--- src/rtl/cg_pkg.sv ---
// Shared types and defaults for the conjugate-gradient iteration sequencer.
// Latency: n/a (types and constants only).
// Backpressure: n/a.
package cg_pkg;

    localparam int CG_ITER_W = 16;
    localparam int CG_CYC_W  = 32;

    typedef enum logic [2:0] {
        IDLE  = 3'd0,
        CLEAR = 3'd1,
        PREP  = 3'd2,
        VXV1  = 3'd3,
        MXV   = 3'd4,
        GAP   = 3'd5,
        DONE  = 3'd6
    } cg_state_e;

    // States in which a CG iteration is actually running on the ALU.
    function automatic logic in_iteration(input cg_state_e s);
        return (s == VXV1) || (s == MXV);
    endfunction

endpackage

--- src/rtl/cg_iteration_ctrl_if.sv ---
// Host + ALU signal bundle for the CG iteration sequencer.
// Latency: n/a (wires only).
// Backpressure: none; start_req is a pulse, ALU strobes are level/pulse.
// Ports: master = sequencer side (drives ALU resets and host status),
//        slave  = environment side (host start/config, ALU done strobes).
interface cg_iteration_ctrl_if #(
    parameter int ITER_W = cg_pkg::CG_ITER_W,
    parameter int CYC_W  = cg_pkg::CG_CYC_W
);
    logic              start_req;
    logic [ITER_W-1:0] max_iter;
    logic [CYC_W-1:0]  watchdog_limit;
    logic              alu_pre_preprocess;
    logic              alu_vXv1_finish;
    logic              alu_mul_add3_finish;
    logic              alu_finish_all;
    logic              alu_reset;
    logic              reset_vXv1;
    logic              reset_mXv1;
    logic              busy;
    logic              done;
    logic              converged;
    logic              hit_max;
    logic              timed_out;
    logic [ITER_W-1:0] iter_count;
    logic [CYC_W-1:0]  last_iter_cycles;
    logic [CYC_W-1:0]  max_iter_cycles;

    modport master (
        input  start_req, max_iter, watchdog_limit,
        input  alu_pre_preprocess, alu_vXv1_finish, alu_mul_add3_finish, alu_finish_all,
        output alu_reset, reset_vXv1, reset_mXv1,
        output busy, done, converged, hit_max, timed_out,
        output iter_count, last_iter_cycles, max_iter_cycles
    );

    modport slave (
        output start_req, max_iter, watchdog_limit,
        output alu_pre_preprocess, alu_vXv1_finish, alu_mul_add3_finish, alu_finish_all,
        input  alu_reset, reset_vXv1, reset_mXv1,
        input  busy, done, converged, hit_max, timed_out,
        input  iter_count, last_iter_cycles, max_iter_cycles
    );
endinterface

--- src/rtl/cg_sat_counter.sv ---
// Saturating up-counter with synchronous clear and equality compare.
// Latency: count visible 1 cycle after clr/en; eq is combinational on the count.
// Backpressure: none; holds at all-ones instead of wrapping.
// Ports: clr (priority over en), en, cmp_val -> cnt, eq (cnt == cmp_val).
module cg_sat_counter #(
    parameter int W = 8
) (
    input  logic         clk,
    input  logic         rst_n,
    input  logic         clr,
    input  logic         en,
    input  logic [W-1:0] cmp_val,
    output logic [W-1:0] cnt,
    output logic         eq
);
    logic [W-1:0] cnt_q, cnt_d;

    always_comb begin
        cnt_d = cnt_q;
        if (clr) begin
            cnt_d = '0;
        end else if (en && (cnt_q != '1)) begin
            cnt_d = cnt_q + W'(1);
        end
    end

    always_ff @(posedge clk or negedge rst_n) begin
        if (!rst_n) begin
            cnt_q <= '0;
        end else begin
            cnt_q <= cnt_d;
        end
    end

    assign cnt = cnt_q;
    assign eq  = (cnt_q == cmp_val);
endmodule

--- src/rtl/cg_iteration_ctrl.sv ---
// Sequences the CG ALU through iterations via its stage resets; caps, watchdogs, reports.
// Latency: all outputs registered; ALU resets/status change the cycle the FSM enters a state.
// Backpressure: start_req ignored while busy; ALU strobes ignored outside VXV1/MXV/GAP.
// Ports: clk, reset (async active-low), io (cg_iteration_ctrl_if.master).
// Optional: CG_ITER_STATS_EN builds last/max per-iteration cycle stats; otherwise they read 0.
module cg_iteration_ctrl
    import cg_pkg::*;
#(
    parameter int ITER_W     = CG_ITER_W,
    parameter int CYC_W      = CG_CYC_W,
    parameter int RST_CYCLES = 2
) (
    input  logic               clk,
    input  logic               reset,
    cg_iteration_ctrl_if.master io
);
    localparam int HOLD_W = (RST_CYCLES > 1) ? $clog2(RST_CYCLES) : 1;

    cg_state_e         state_q, state_d;
    logic [ITER_W-1:0] iter_count_q, iter_count_d;
    logic [ITER_W-1:0] max_iter_q, max_iter_d;
    logic [CYC_W-1:0]  wd_limit_q, wd_limit_d;
    logic              alu_reset_q, alu_reset_d;
    logic              reset_vxv1_q, reset_vxv1_d;
    logic              reset_mxv1_q, reset_mxv1_d;
    logic              busy_q, busy_d;
    logic              done_q, done_d;
    logic              converged_q, converged_d;
    logic              hit_max_q, hit_max_d;
    logic              timed_out_q, timed_out_d;

    logic              start_ok;
    logic              iter_end;
    logic              ma_ok;
    logic              wd_fire;
    logic [ITER_W-1:0] iter_next;

    logic [CYC_W-1:0]  cyc_cnt;
    logic              cyc_eq;
    logic              cyc_clr, cyc_en;
    logic [HOLD_W-1:0] hold_cnt_unused;
    logic              hold_eq;

    assign start_ok  = io.start_req && ((state_q == IDLE) || (state_q == DONE));
    assign ma_ok     = (state_q == MXV) && io.alu_mul_add3_finish;
    assign iter_next = (iter_count_q == '1) ? iter_count_q : iter_count_q + ITER_W'(1);

    // Per-iteration cycle counter: zero in the first VXV1 cycle, counts through MXV.
    assign cyc_clr = (state_d == VXV1) && (state_q != VXV1);
    assign cyc_en  = in_iteration(state_q);
    // Compare against limit-1 so DONE lands exactly 'limit' cycles after VXV1 entry.
    assign wd_fire = (wd_limit_q != '0) && cyc_eq && cyc_en;

    cg_sat_counter #(.W(CYC_W)) u_cyc_cnt (
        .clk     (clk),
        .rst_n   (reset),
        .clr     (cyc_clr),
        .en      (cyc_en),
        .cmp_val (wd_limit_q - CYC_W'(1)),
        .cnt     (cyc_cnt),
        .eq      (cyc_eq)
    );

    // Holds the FSM in CLEAR for RST_CYCLES cycles; cleared whenever outside CLEAR.
    cg_sat_counter #(.W(HOLD_W)) u_hold_cnt (
        .clk     (clk),
        .rst_n   (reset),
        .clr     (state_q != CLEAR),
        .en      (state_q == CLEAR),
        .cmp_val (HOLD_W'(RST_CYCLES - 1)),
        .cnt     (hold_cnt_unused),
        .eq      (hold_eq)
    );

    always_comb begin
        state_d      = state_q;
        iter_count_d = iter_count_q;
        max_iter_d   = max_iter_q;
        wd_limit_d   = wd_limit_q;
        converged_d  = converged_q;
        hit_max_d    = hit_max_q;
        timed_out_d  = timed_out_q;
        iter_end     = 1'b0;

        unique case (state_q)
            IDLE, DONE: begin
                if (start_ok) begin
                    state_d      = CLEAR;
                    iter_count_d = '0;
                    converged_d  = 1'b0;
                    hit_max_d    = 1'b0;
                    timed_out_d  = 1'b0;
                    max_iter_d   = io.max_iter;
                    wd_limit_d   = io.watchdog_limit;
                end
            end
            CLEAR: begin
                if (hold_eq) state_d = PREP;
            end
            PREP: begin
                if (!io.alu_pre_preprocess) state_d = VXV1;
            end
            VXV1, MXV, GAP: begin
                if (io.alu_finish_all) begin
                    // Convergence wins, but a coincident iteration end still counts.
                    state_d     = DONE;
                    converged_d = 1'b1;
                    iter_end    = ma_ok;
                end else if (wd_fire) begin
                    state_d     = DONE;
                    timed_out_d = 1'b1;
                end else if (ma_ok) begin
                    iter_end = 1'b1;
                    if ((max_iter_q != '0) && (iter_next == max_iter_q)) begin
                        state_d   = DONE;
                        hit_max_d = 1'b1;
                    end else begin
                        state_d = GAP;
                    end
                end else if ((state_q == VXV1) && io.alu_vXv1_finish) begin
                    state_d = MXV;
                end else if (state_q == GAP) begin
                    state_d = VXV1;
                end
            end
            default: state_d = IDLE;
        endcase

        if (iter_end) iter_count_d = iter_next;

        // Outputs decode the next state so they change together with the state register.
        alu_reset_d  = (state_d == IDLE) || (state_d == CLEAR) || (state_d == DONE);
        reset_vxv1_d = !in_iteration(state_d);
        reset_mxv1_d = (state_d != MXV);
        busy_d       = (state_d != IDLE) && (state_d != DONE);
        done_d       = (state_d == DONE);
    end

    always_ff @(posedge clk or negedge reset) begin
        if (!reset) begin
            state_q      <= IDLE;
            iter_count_q <= '0;
            max_iter_q   <= '0;
            wd_limit_q   <= '0;
            alu_reset_q  <= 1'b1;
            reset_vxv1_q <= 1'b1;
            reset_mxv1_q <= 1'b1;
            busy_q       <= 1'b0;
            done_q       <= 1'b0;
            converged_q  <= 1'b0;
            hit_max_q    <= 1'b0;
            timed_out_q  <= 1'b0;
        end else begin
            state_q      <= state_d;
            iter_count_q <= iter_count_d;
            max_iter_q   <= max_iter_d;
            wd_limit_q   <= wd_limit_d;
            alu_reset_q  <= alu_reset_d;
            reset_vxv1_q <= reset_vxv1_d;
            reset_mxv1_q <= reset_mxv1_d;
            busy_q       <= busy_d;
            done_q       <= done_d;
            converged_q  <= converged_d;
            hit_max_q    <= hit_max_d;
            timed_out_q  <= timed_out_d;
        end
    end

    assign io.alu_reset  = alu_reset_q;
    assign io.reset_vXv1 = reset_vxv1_q;
    assign io.reset_mXv1 = reset_mxv1_q;
    assign io.busy       = busy_q;
    assign io.done       = done_q;
    assign io.converged  = converged_q;
    assign io.hit_max    = hit_max_q;
    assign io.timed_out  = timed_out_q;
    assign io.iter_count = iter_count_q;

`ifdef CG_ITER_STATS_EN
    logic [CYC_W-1:0] last_cyc_q, last_cyc_d;
    logic [CYC_W-1:0] max_cyc_q, max_cyc_d;
    logic [CYC_W-1:0] iter_len;

    // The iteration includes the cycle carrying mul_add3_finish, hence +1 (saturating).
    assign iter_len = (cyc_cnt == '1) ? cyc_cnt : cyc_cnt + CYC_W'(1);

    always_comb begin
        last_cyc_d = last_cyc_q;
        max_cyc_d  = max_cyc_q;
        if (start_ok) begin
            last_cyc_d = '0;
            max_cyc_d  = '0;
        end else if (iter_end) begin
            last_cyc_d = iter_len;
            if (iter_len > max_cyc_q) max_cyc_d = iter_len;
        end
    end

    always_ff @(posedge clk or negedge reset) begin
        if (!reset) begin
            last_cyc_q <= '0;
            max_cyc_q  <= '0;
        end else begin
            last_cyc_q <= last_cyc_d;
            max_cyc_q  <= max_cyc_d;
        end
    end

    assign io.last_iter_cycles = last_cyc_q;
    assign io.max_iter_cycles  = max_cyc_q;
`else
    logic unused_cyc_cnt;
    assign unused_cyc_cnt      = ^cyc_cnt;
    assign io.last_iter_cycles = '0;
    assign io.max_iter_cycles  = '0;
`endif

endmodule
--- src/flat_wrapper.sv ---
// flat-port wrapper written by rule: the top's interface ports become plain ports
module cg_iteration_ctrl_flat import cg_pkg::*;
#(
    parameter int ITER_W     = CG_ITER_W,
    parameter int CYC_W      = CG_CYC_W,
    parameter int RST_CYCLES = 2
)
  (clk, reset, io_start_req, io_max_iter, io_watchdog_limit, io_alu_pre_preprocess, io_alu_vXv1_finish, io_alu_mul_add3_finish, io_alu_finish_all, io_alu_reset, io_reset_vXv1, io_reset_mXv1, io_busy, io_done, io_converged, io_hit_max, io_timed_out, io_iter_count, io_last_iter_cycles, io_max_iter_cycles);
  cg_iteration_ctrl_if #(.ITER_W(ITER_W), .CYC_W(CYC_W)) io_i ();
  input  logic clk;
  input  logic reset;
  input wire logic [$bits(io_i.start_req)-1:0] io_start_req;
  input wire logic [$bits(io_i.max_iter)-1:0] io_max_iter;
  input wire logic [$bits(io_i.watchdog_limit)-1:0] io_watchdog_limit;
  input wire logic [$bits(io_i.alu_pre_preprocess)-1:0] io_alu_pre_preprocess;
  input wire logic [$bits(io_i.alu_vXv1_finish)-1:0] io_alu_vXv1_finish;
  input wire logic [$bits(io_i.alu_mul_add3_finish)-1:0] io_alu_mul_add3_finish;
  input wire logic [$bits(io_i.alu_finish_all)-1:0] io_alu_finish_all;
  output wire logic [$bits(io_i.alu_reset)-1:0] io_alu_reset;
  output wire logic [$bits(io_i.reset_vXv1)-1:0] io_reset_vXv1;
  output wire logic [$bits(io_i.reset_mXv1)-1:0] io_reset_mXv1;
  output wire logic [$bits(io_i.busy)-1:0] io_busy;
  output wire logic [$bits(io_i.done)-1:0] io_done;
  output wire logic [$bits(io_i.converged)-1:0] io_converged;
  output wire logic [$bits(io_i.hit_max)-1:0] io_hit_max;
  output wire logic [$bits(io_i.timed_out)-1:0] io_timed_out;
  output wire logic [$bits(io_i.iter_count)-1:0] io_iter_count;
  output wire logic [$bits(io_i.last_iter_cycles)-1:0] io_last_iter_cycles;
  output wire logic [$bits(io_i.max_iter_cycles)-1:0] io_max_iter_cycles;
  assign io_i.start_req = io_start_req;
  assign io_i.max_iter = io_max_iter;
  assign io_i.watchdog_limit = io_watchdog_limit;
  assign io_i.alu_pre_preprocess = io_alu_pre_preprocess;
  assign io_i.alu_vXv1_finish = io_alu_vXv1_finish;
  assign io_i.alu_mul_add3_finish = io_alu_mul_add3_finish;
  assign io_i.alu_finish_all = io_alu_finish_all;
  assign io_alu_reset = io_i.alu_reset;
  assign io_reset_vXv1 = io_i.reset_vXv1;
  assign io_reset_mXv1 = io_i.reset_mXv1;
  assign io_busy = io_i.busy;
  assign io_done = io_i.done;
  assign io_converged = io_i.converged;
  assign io_hit_max = io_i.hit_max;
  assign io_timed_out = io_i.timed_out;
  assign io_iter_count = io_i.iter_count;
  assign io_last_iter_cycles = io_i.last_iter_cycles;
  assign io_max_iter_cycles = io_i.max_iter_cycles;
  cg_iteration_ctrl #(.ITER_W(ITER_W), .CYC_W(CYC_W), .RST_CYCLES(RST_CYCLES)) u_core (.clk(clk), .reset(reset), .io(io_i));
endmodule
--- config.mk ---
export PLATFORM = sky130hd
export DESIGN_NAME = cg_iteration_ctrl_flat
export DESIGN_NICKNAME = d
export VERILOG_FILES = /design/src/rtl/cg_pkg.sv /design/src/rtl/cg_iteration_ctrl_if.sv /design/src/rtl/cg_sat_counter.sv /design/src/rtl/cg_iteration_ctrl.sv /design/src/flat_wrapper.sv
export SDC_FILE = /design/constraint.sdc
export NUM_CORES = 1
export LEC_CHECK = 0
export ABC_AREA = 1
export CAP_MARGIN = 0
export CORE_AREA = 5 5 122 124
export CTS_CLUSTER_SIZE = 25
export DETAILED_ROUTE_END_ITERATION = 12
export DIE_AREA = 0 0 127 129
export GPL_TIMING_DRIVEN = 0
export PLACE_DENSITY_LB_ADDON = 0.3
export SLEW_MARGIN = 20
export SYNTH_ARGS = -nofsm -noshare
export SYNTH_HDL_FRONTEND = slang
export SYNTH_SLANG_ARGS = --single-unit
--- constraint.sdc ---
create_clock -name clk -period 3.77 [get_ports clk]
set_input_delay 0.377 -clock clk [delete_from_list [all_inputs] [get_ports clk]]
set_output_delay 0.377 -clock clk [all_outputs]
set_load 0.1 [all_outputs]
==> impl_table.tex <==
\begin{tabular}{lr}
\hline
Metric & Value \\
\hline
\multicolumn{2}{l}{\textbf{Power and ir drop}} \\
\quad Leakage power figure & a little under 0.005 uW \\
\quad Power Density & 634 nW/um\^{}2 \\
\quad Worst vdd rail ir drop & about 0.00042 V \\
\multicolumn{2}{l}{\textbf{Floorplan}} \\
\quad Die area & roughly 16000 sq um \\
\quad Initial Util & 0.566 \\
\quad Die boundary height & roughly 130 um \\
\quad IO Pins & 143 \\
\quad Horizontal die dimension & about 130 um \\
\quad Count of standard-cell rows & between 40 and 50 \\
\quad Area of the placeable core & between 10000 and 15000 sq um \\
\multicolumn{2}{l}{\textbf{Drt}} \\
\quad Detailed-route vias per instance & slightly below 5 \\
\quad \# DRC & 0 \\
\quad Routed wire length & about 21000 um \\
\quad Total via count after detailed routing & $\sim$7500 \\
\quad Antenna violation net count after detailed routing & 0 \\
\quad Drt first-iter violations & roughly 720 \\
\quad Routed wire per std cell & roughly 14 um \\
\quad Drt pass-1 iters & 7 \\
\multicolumn{2}{l}{\textbf{Finish}} \\
\quad Diodes inserted & 0 \\
\quad Most common library cell in the layout ignoring fill and taps & nand2\_1 \\
\quad Area of the multi-input gates & a little under 4000 sq um \\
\quad Final standard cell count with taps included and fillers excluded & between 1500 and 2000 \\
\quad Commonest cells after routing, fill and taps aside & nand2\_1 (373), inv\_1 (173), nor2\_1 (126) \\
\quad Area grow syn2layout & 20.8\% \\
\quad Count of fill cells added during filler insertion & $\sim$1300 \\
\quad Fraction of final layout cells sized beyond drive strength 1 & 0.0991 \\
\quad Register area & around 2700 sq um \\
\quad Core occupancy in the finished layout & 0.683 \\
\quad Finished layout cell area & between 9000 and 10000 sq um \\
\quad NumNets Final & approximately 1400 \\
\multicolumn{2}{l}{\textbf{Worst setup path}} \\
\quad Reg2reg start & u\_core.wd\_limit\_q[0] \\
\quad Reg-to-reg critical path endpoint & u\_core.io.iter\_count[9] \\
\quad Delay contributed by the slowest stage of the critical path & 0.38 ns \\
\quad Critical Path RT & slightly above 4 ns \\
\quad Launch point of the worst path & u\_core.wd\_limit\_q[0] \\
\quad Critical Path Sink & u\_core.io.iter\_count[9] \\
\quad Buffer and inverter count on the worst path & 3 \\
\quad Most common cell type on the critical path & nand2\_1 \\
\quad Critical-path cell list & inv\_1 > ha\_1 > nand2\_1 > nor2\_1 > nand2\_1 > nor2\_1 > nand2\_1 > nand2\_1 > nand2\_1 > inv\_1 > nand2\_1 > nor2\_1 > nand2\_1 > nor2\_1 > nand3\_2 > o21ai\_1 > nand2\_1 > buf\_2 > o22ai\_1 \\
\quad Data arrival time of the critical path & roughly 3.6 ns \\
\quad Worst reg-to-reg path cell count & 19 \\
\quad Slowest stage cell, crit path & dfrtp\_1 \\
\quad Kind of end point of the critical path & register \\
\quad Cell count along the critical path & 19 \\
\quad Element type at the critical path start & register \\
\quad CP max FO & 10 \\
\quad Setup slack of the worst register-to-register path & between 0.4 and 0.5 ns \\
\quad Crit-path leading delay family & simple AND/OR/NAND/NOR gates \\
\quad Classification of the worst setup path & reg2reg \\
\multicolumn{2}{l}{\textbf{Clocking}} \\
\quad Clock transition at the register clock pins on the worst setup and hold paths after CTS & 0.07 ns \\
\quad Resized cells post-CTS & 0 \\
\quad Skew-Pair Late Insertion Delay & 0.36 ns \\
\quad H-tree depth reported by CTS & 3 \\
\quad Number of clock sinks & 108 \\
\quad Clock buffers created by TritonCTS & 9 \\
\quad Library cell used as clock root buffer & clkbuf\_16 \\
\quad Hold Buf Count CTS & 1 \\
\quad Deepest clock path buffer count & 2 \\
\quad Number of buffers inserted by post-CTS setup repair & 0 \\
\quad Clock tree from TritonCTS & yes \\
\multicolumn{2}{l}{\textbf{Synth}} \\
\quad Async set-reset flop share out of synthesis & 1.00 \\
\quad Share of synthesized area occupied by flip-flops and latches & 0.350 \\
\quad Post-Syn Area & just under 8000 sq um \\
\quad Average cell area after synthesis & $\sim$6.6 sq um \\
\quad Most used flip-flop cell after synthesis & dfrtp\_1 \\
\quad Yosys warnings & 0 \\
\quad Count of different cell masters after synthesis & 38 \\
\quad Post-synth EDFFs & 0 \\
\quad Synthesized instance count & about 1200 \\
\quad Yosys reg bits & 108 \\
\multicolumn{2}{l}{\textbf{STA}} \\
\quad Endpoints failing setup & 0 \\
\quad Clock period minus worst slack & between 3 and 4 ns \\
\quad Number of hold-slack violations in the final timing report & 0 \\
\quad Actual slew at the worst max-slew pin & 0.979 ns \\
\quad Fmax & a little over 300 MHz \\
\quad Worst Clk Skew & 0.00873 ns \\
\quad Final number of max-transition violations & 0 \\
\quad Slew Limit Headroom & 0.346 \\
\quad Unrepaired setup endpoints after global routing & false \\
\quad WHS & 0.491 ns \\
\quad Fraction of the cycle the final worst path needs & 0.873 \\
\multicolumn{2}{l}{\textbf{GRT}} \\
\quad Met2 global-route usage & 0.431 \\
\quad Overall overflow remaining after global route & 0 \\
\quad Routing usage on met1 & 0.351 \\
\quad Antenna violations before repair & 0 \\
\quad Vias in the first global route & approximately 7100 \\
\quad Met3 Usage GRT & 0.0399 \\
\quad Pin count of the biggest net entering global routing & 60 \\
\quad First-pass GRT wire length & 34400 um \\
\quad Global routing's busiest layer & met2 \\
\quad Total Routing Usage GR & 0.263 \\
\multicolumn{2}{l}{\textbf{Place}} \\
\quad \# placed instances & 1486 \\
\quad Placed inst area & around 9000 sq um \\
\quad Input/output buffers & 78 \\
\quad Routability cong. & between 0.9 and 1 \\
\quad Sum of net half-perimeters after detailed placement & around 16000 um \\
\multicolumn{2}{l}{\textbf{Worst hold path}} \\
\quad Hold Crit Class & reg2reg \\
\multicolumn{2}{l}{\textbf{Outcome}} \\
\quad Result of the run & finished, final reports clean \\
\multicolumn{2}{l}{\textbf{Run}} \\
\quad Number of max-capacitance violations reported & 0 \\
\hline
\end{tabular}
[logic make-up after synthesis]
kind of cell             Yosys count  share of synthesized area
AND/OR/NAND/NOR                  647                      0.355
buffers and inverters            271                      0.168
flip-flops                       108                      0.350
AO/OA/AOI/OAI                     76                     0.0537
XOR/XNOR                          58                     0.0675
adder cells (fa/ha/maj)            3                    0.00485
other                              1                   0.000485
[per-stage QoR]
stage               worst slack [ns]  total power (uW)  TNS [ns]
floorplan                      0.564              4080         0
global placement               -1.80              4760   -190.00
detailed placement             0.576              4840         0
CTS                            0.524              5910         0
global route                   0.172              6350         0
finish                         0.479              5920         0
[synthesized netlist by cell type (all sizes together), types with 8 or more instances]
cell | instances | area share
nand4 | 20 | 0.016
xor2 | 42 | 0.048
nor3 | 13 | 0.0084
o22ai | 14 | 0.011
xnor2 | 15 | 0.017
nor2 | 134 | 0.070
dfrtp | 105 | 0.34
a21oi | 8 | 0.0052
buf | 73 | 0.072
o21ai | 50 | 0.032
inv | 183 | 0.089
nand2 | 387 | 0.19
nand3 | 80 | 0.055
clkbuf | 15 | 0.0073
[worst min-delay path: cells and delay by family, from the launching register on]
kind             cells  cell delay (ns)
DFF                  1             0.34
and+or+nand+nor      2             0.12
[how the worst min path moves through the flow]
stage,end,cells after the start,startpoint
floorplan,u_core.io.busy,0,reset
global placement,u_core.io.converged,2,u_core.io.converged
detailed placement,u_core.state_q[2],1,reset
CTS,u_core.io.converged,2,u_core.io.converged
global route,u_core.io.timed_out,2,u_core.io.timed_out
finish,u_core.io.converged,2,u_core.io.converged
[power breakdown]
part | switching [uW] | internal (uW)
Sequential | 362 | 1490
Clock | 442 | 601
Combinational | 2110 | 914
Total | 2920 | 3000
[metal layers]
metal | wire [um] | share of wire | up-vias
li1 | - | - | 3756
met1 | 8790 | 0.42 | 3345
met2 | 9710 | 0.47 | 331
met3 | 1780 | 0.085 | 37
met4 | 596 | 0.029 | 0
met5 | 0 | 0 | -
[area by class of cell]
| cell class | count | area share |
|---|---|---|
| flip-flops and latches | 108 | 0.290 |
| clock inverters | 5 | 0.00911 |
| well taps | 180 | 0.0241 |
| plain buffers | 88 | 0.0658 |
| inverters | 183 | 0.0735 |
| multi-input cells | 848 | 0.424 |
| repair buffers | 80 | 0.0877 |
| clock buffers | 10 | 0.0256 |
[flip-flops by register name, indices dropped and copies added (netlist names), 3 cells and up]
signal / flops
u_core.u_cyc_cnt.cnt: 32
u_core.state_q: 3
u_core.io.iter_count: 16
u_core.max_iter_q: 16
u_core.wd_limit_q: 32
No activity file was read; power rests on OpenSTA's default activity.
